[src/rtl/pipe_skid_stage.sv]
// Elastic valid/ready pipeline stage with a two-entry skid buffer (main + skid).
// Latency: 1 cycle from in-fire to out_* when the stage is empty or draining in the same cycle.
// Backpressure: in_ready = !skid_valid, registered state only; at most one extra beat absorbed on a stall.
module pipe_skid_stage #(
  parameter int DATA_WIDTH  = 128,
  parameter int CTRL_WIDTH  = 16,
  parameter int COUNT_WIDTH = 16
) (
  input  logic                   clock,
  input  logic                   reset,
  input  logic                   flush,
  input  logic                   in_valid,
  output logic                   in_ready,
  input  logic [DATA_WIDTH-1:0]  in_data,
  input  logic [CTRL_WIDTH-1:0]  in_ctrl,
  output logic                   out_valid,
  input  logic                   out_ready,
  output logic [DATA_WIDTH-1:0]  out_data,
  output logic [CTRL_WIDTH-1:0]  out_ctrl,
  output logic [1:0]             occupancy,
  output logic [COUNT_WIDTH-1:0] bubble_count,
  input  logic                   count_clear
);

  // Head entry drives the outputs; skid entry catches the beat accepted while the head stalls.
  logic                  main_valid;
  logic [DATA_WIDTH-1:0] main_data;
  logic [CTRL_WIDTH-1:0] main_ctrl;
  logic                  skid_valid;
  logic [DATA_WIDTH-1:0] skid_data;
  logic [CTRL_WIDTH-1:0] skid_ctrl;

  logic in_fire;
  logic out_fire;

  // Handshake and status decode; all derived from registered state plus the live handshakes.
  always_comb begin
    in_ready  = !skid_valid;
    out_valid = main_valid;
    out_data  = main_data;
    out_ctrl  = main_ctrl;
    occupancy = {1'b0, main_valid} + {1'b0, skid_valid};
    in_fire   = in_valid && !skid_valid;
    out_fire  = main_valid && out_ready;
  end

  // Entry storage: reset beats flush beats normal fill/drain; ctrl is zeroed whenever the head empties.
  always_ff @(posedge clock) begin
    if (reset || flush) begin
      main_valid <= 1'b0;
      main_data  <= '0;
      main_ctrl  <= '0;
      skid_valid <= 1'b0;
      skid_data  <= '0;
      skid_ctrl  <= '0;
    end else if (skid_valid) begin
      // Full: only a downstream transfer frees a slot, and the skid moves up to the head.
      if (out_fire) begin
        main_data  <= skid_data;
        main_ctrl  <= skid_ctrl;
        skid_valid <= 1'b0;
      end
    end else if (main_valid) begin
      if (in_fire && out_fire) begin
        main_data <= in_data;
        main_ctrl <= in_ctrl;
      end else if (in_fire) begin
        skid_valid <= 1'b1;
        skid_data  <= in_data;
        skid_ctrl  <= in_ctrl;
      end else if (out_fire) begin
        // Drain keeps the last payload visible but never leaves stale control asserted.
        main_valid <= 1'b0;
        main_ctrl  <= '0;
      end
    end else if (in_fire) begin
      main_valid <= 1'b1;
      main_data  <= in_data;
      main_ctrl  <= in_ctrl;
    end
  end

  // Saturating count of cycles where downstream was ready but nothing was offered; flush leaves it alone.
  always_ff @(posedge clock) begin
    if (reset || count_clear) begin
      bubble_count <= '0;
    end else if (out_ready && !main_valid && (bubble_count != {COUNT_WIDTH{1'b1}})) begin
      bubble_count <= bubble_count + COUNT_WIDTH'(1);
    end
  end

endmodule
[config.mk]
export PLATFORM = sky130hd
export DESIGN_NAME = pipe_skid_stage
export DESIGN_NICKNAME = d
export VERILOG_FILES = /design/src/rtl/pipe_skid_stage.sv
export SDC_FILE = /design/constraint.sdc
export NUM_CORES = 1
export LEC_CHECK = 0
export BUFFER_PORTS_ARGS = -buffer_cell sky130_fd_sc_hd__buf_4
export CAP_MARGIN = 40
export CORE_UTILIZATION = 53
export CTS_BUF_LIST = sky130_fd_sc_hd__clkbuf_8 sky130_fd_sc_hd__clkbuf_16
export CTS_CLUSTER_SIZE = 20
export DETAILED_ROUTE_END_ITERATION = 12
export HOLD_SLACK_MARGIN = 0.03
export PLACE_DENSITY_LB_ADDON = 0.3
export SLEW_MARGIN = 20
export SYNTH_ARGS = -nofsm -noshare
export SYNTH_HDL_FRONTEND = slang
export SYNTH_SLANG_ARGS = --single-unit
export TNS_END_PERCENT = 10
[constraint.sdc]
create_clock -name clock -period 2.4 [get_ports clock]
set_input_delay 0 -clock clock [delete_from_list [all_inputs] [get_ports clock]]
set_output_delay 0 -clock clock [all_outputs]
set_load 0.05 [all_outputs]
==> summary.md <==
| Metric | Value |
|---|---|
| Clock Sinks | `306` |
| Setup crit start kind | `register` |
| Slowest stage cell, crit path | `dfxtp_1` |
| Fmax | `430 MHz` |
| Final setup violation count | `0` |
| Layout area overhead | `42.5%` |
| Leak pwr | `6.49 nW` |
| Normalized max-slew margin | `51.4%` |
| Synth Warn # | `0` |
| Slowest cell delay on critical path | `0.43 ns` |
| CP delay by family, top | `buffers and inverters` |
| Post-synth EDFFs | `0` |
| Fin. Hold Viols | `0` |
| Number of H-tree levels | `1` |
| R2R depth | `8` |
| Gpl congestion | `0.810` |
| Reg2Reg Launch Point | `out_valid` |
| PwrDens | `681 mW/mm^2` |
| Critical Path, Cell by Cell | `inv_1, ha_1, or2_2, a21oi_4, buf_4, buf_8, nor3_1, a211oi_1` |
| Cts bufs inserted | `31` |
| Crit path time final | `~2.3 ns` |
| Hold Crit Class | `input port to register` |
| Synth Area per Inst | `just under 9 sq um` |
| Hold path depth | `3` |
| Dpl hpwl | `roughly 21,000 um` |
| Post-synthesis compound-gate area fraction | `around 17%` |
| Worst-margin pin slew | `0.729 ns` |
| Die Wd | `around 150 um` |
| Adder-cell share of the synthesized area | `less than 1%` |
| Min-delay src | `flush` |
| Clock Pin Slew Worst Setup and Hold Paths | `about 0.060 ns` |
| Critical R2R Capture | `out_data[81]` |
| Core area | `0.0228 sq mm` |
| 1st-iter DRT viols | `~760` |
| CP Buf/Inv Count | `3` |
| Buffers on Ports | `roughly 310` |
| Vias in the first global route | `roughly 12,000` |
| CP required | `2.83 ns` |
| Area share of and/or/nand/nor cells after synthesis | `17.1%` |
| Peak fanout along the critical path | `37` |
| Initial antenna violation count | `0` |
| Main flop type after synthesis | `dfxtp_1` |
| Via count of the routed design | `approximately 12,000` |
| CTS Root Cell | `clkbuf_16` |
| Post-route DRC | `0` |
| Kind of critical path | `register to register` |
| Async SR Flop Fraction | `0%` |
| Unrepaired setup endpoints after global routing | `false` |
| Run status | `complete, no violations` |
| Post-synthesis mux area share | `between 10 and 15%` |
| Mapped Area | `roughly 0.012 sq mm` |
| Pwr Total | `~12 mW` |
| Max Cap Viol | `0` |
| Cell count after synthesis | `~1,400` |
| TritonCTS clock tree | `yes` |
| Die height | `roughly 150 um` |
| Yosys cell types | `38` |
| Initial Utilization | `roughly 54%` |
| Global-route wire length before repair | `60,900 um` |
| Fraction of layout cells with a size suffix above 1 | `between 20 and 25%` |
| Layout Nets | `1,969` |
| Total grt overflow | `0` |
| Skew final | `~0.011 ns` |
| Pins Over Slew Limit | `0` |
| Post-route setup slack | `0.0768 ns` |
| DR WL/cell | `approximately 19 um` |
| Largest net degree at the start of global routing | `a little over 90` |
| Total global routing track utilization | `31.2%` |
| Cell row count | `between 50 and 60` |
| CP Data Arrival Time | `~2.8 ns` |
| Die area | `about 0.024 sq mm` |
| Setup total negative slack | `0 ns` |
| Post-Place Worst Slack | `0.110 ns` |
| Register area share after synthesis | `49.5%` |
| Worst-Skew Late Latency | `0.55 ns` |
| Worst R2R Setup Slack | `0.08 ns` |
| Total I/O pin count | `314` |
| # fillers | `1,392` |
| CTS max path bufs | `3` |
| Yosys reg bits | `roughly 300` |
| Vias per cell | `5.74` |
| # diodes | `0` |
| Largest family of logic cells by synthesized area | `compound AO/OA/AOI/OAI gates` |
| Hold endpoint | `skid_ctrl[15]` |
| Post-synthesis xor/xnor area fraction | `0.142%` |
| Detailed Route WL | `39,900 um` |
| Routed Antenna Nets | `0` |
| Drt pass-1 iters | `5` |
| Number of nets produced by synthesis | `1,555` |
| Final period utilization | `between 90% and 100%` |
| Peak supply drop | `roughly 0.00066 V` |
| Critical path endpoint category | `register` |
-- final cells by class --
cell class	count	area [sq um]	area share [%]
multi-input cells	960	5660	32.1
well taps	313	392	2.22
repair buffers	512	4440	25.2
inverters	4	15.0	0.0851
flip-flops and latches	306	6130	34.7
clock inverters	18	130	0.738
clock buffers	38	872	4.94
-- cell usage in the layout (no fill, tap or decap), types with 2 or more instances in the layout --
master and count:
a211oi_1 146, a21oi_1 158, a22oi_1 16, and4_1 3
buf_12 9, buf_4 333, buf_6 3, buf_8 2
bufinv_16 2, clkbuf_16 33, clkbuf_8 7, clkinv_2 4
dfxtp_1 305, dlygate4sd3_1 162, ha_1 4, inv_1 15
mux2i_1 128, nand2_1 298, nand3_1 6, nand4_1 6
nor2_1 6, nor3_1 145, o2111ai_1 2, o21ai_0 9
o31ai_1 2, or2_2 2, or2_4 2, or3_1 8
or4_1 2, xor2_1 2
-- repair_timing --
| action | in CTS | in global routing |
|---|---|---|
| endpoints found under the setup margin | 1 | 67 |
| hold buffers | 162 | 0 |
| gates cloned | 0 | 3 |
| resized for setup | 1 | 7 |
| pin swaps | 0 | 2 |
| buffers inserted | 0 | 5 |
| hold endpoints to repair | 306 | 0 |
-- cells by family (layout without fill, tap and decap cells) --
| kind of cell | Yosys count | in the layout |
|---|---|---|
| xor gates and xnor gates | 2 | 2 |
| and+or+nand+nor | 486 | 486 |
| adders and majority gates | 4 | 4 |
| AOI/OAI and AO/OA | 340 | 340 |
| DFF | 306 | 306 |
| muxes | 128 | 128 |
| buffers and inverters | 135 | 572 |
-- worst reg2reg max path: cells and delay by family (launching register included) --
kind | cells | cell delay, ns
AO/OA/AOI/OAI | 2 | 0.50
adder cells (fa/ha/maj) | 1 | 0.30
buffers and inverters | 3 | 0.56
flip-flops | 1 | 0.43
AND/OR/NAND/NOR | 2 | 0.42
-- Yosys cell counts (3+ instances only) --
cell	count	area [sq um]
dfxtp_1	306	6130
nand2_1	298	1120
a21oi_1	158	791
a211oi_1	146	1100
nor3_1	145	726
mux2i_1	128	1280
buf_2	72	360
clkbuf_1	51	191
a22oi_1	16	120
o21ai_0	9	45.0
or3_1	9	56.3
nand3_1	6	30.0
nand4_1	6	37.5
nor2_1	6	22.5
buf_1	4	15.0
ha_1	4	50.1
inv_1	4	15.0
and4_1	3	26.3
buf_4	3	22.5
or2_2	3	18.8
-- flip-flops by register name (all words and copies together), names as in the netlist --
register      count
bubble_count     16
skid_data       128
out_ctrl         16
skid_valid        1
skid_ctrl        16
out_valid         1
out_data        128
-- power breakdown --
| part | leakage (nW) | switching (mW) | internal [mW] | total [mW] |
|---|---|---|---|---|
| Sequential | 2.49 | 0.0942 | 5.23 | 5.32 |
| Clock | 0.539 | 1.98 | 2.76 | 4.74 |
| Combinational | 3.46 | 1.19 | 0.770 | 1.96 |
-- worst max path at each step --
stage               start            to  slack (ns)  cells past startpoint
4_1_cts         out_valid   out_data[8]        0.02                      7
2_1_floorplan  skid_valid   out_data[0]        0.02                     10
5_1_grt         out_valid   out_data[1]        0.02                      8
3_5_place_dp    out_valid  out_data[73]        0.11                      7
6_report        out_valid  out_data[81]        0.08                      8
3_3_place_gp    out_valid  out_data[99]        0.24                      7
-- routing by layer --
metal  GRT usage [%]  vias up  share of wire, %
met4            15.1        0               4.4
met3            6.33      136               7.1
li1                -     5796                 -
met1            37.1     5879                40
met5               0        -                 0
met2            53.7      546                49
-- through the flow --
step           instances  cell area [sq um]  utilization [%]  hold WS (ns)
3_3_place_gp        1925              14900             65.4         0.257
2_1_floorplan       1401              12400                -         0.136
6_report            2151              17600             77.5         0.152
3_5_place_dp        1925              14900             65.4         0.266
4_1_cts             2143              17500             77.0         0.144
5_1_grt             2151              17600             77.5         0.179
(Power assumes the default switching activity.)
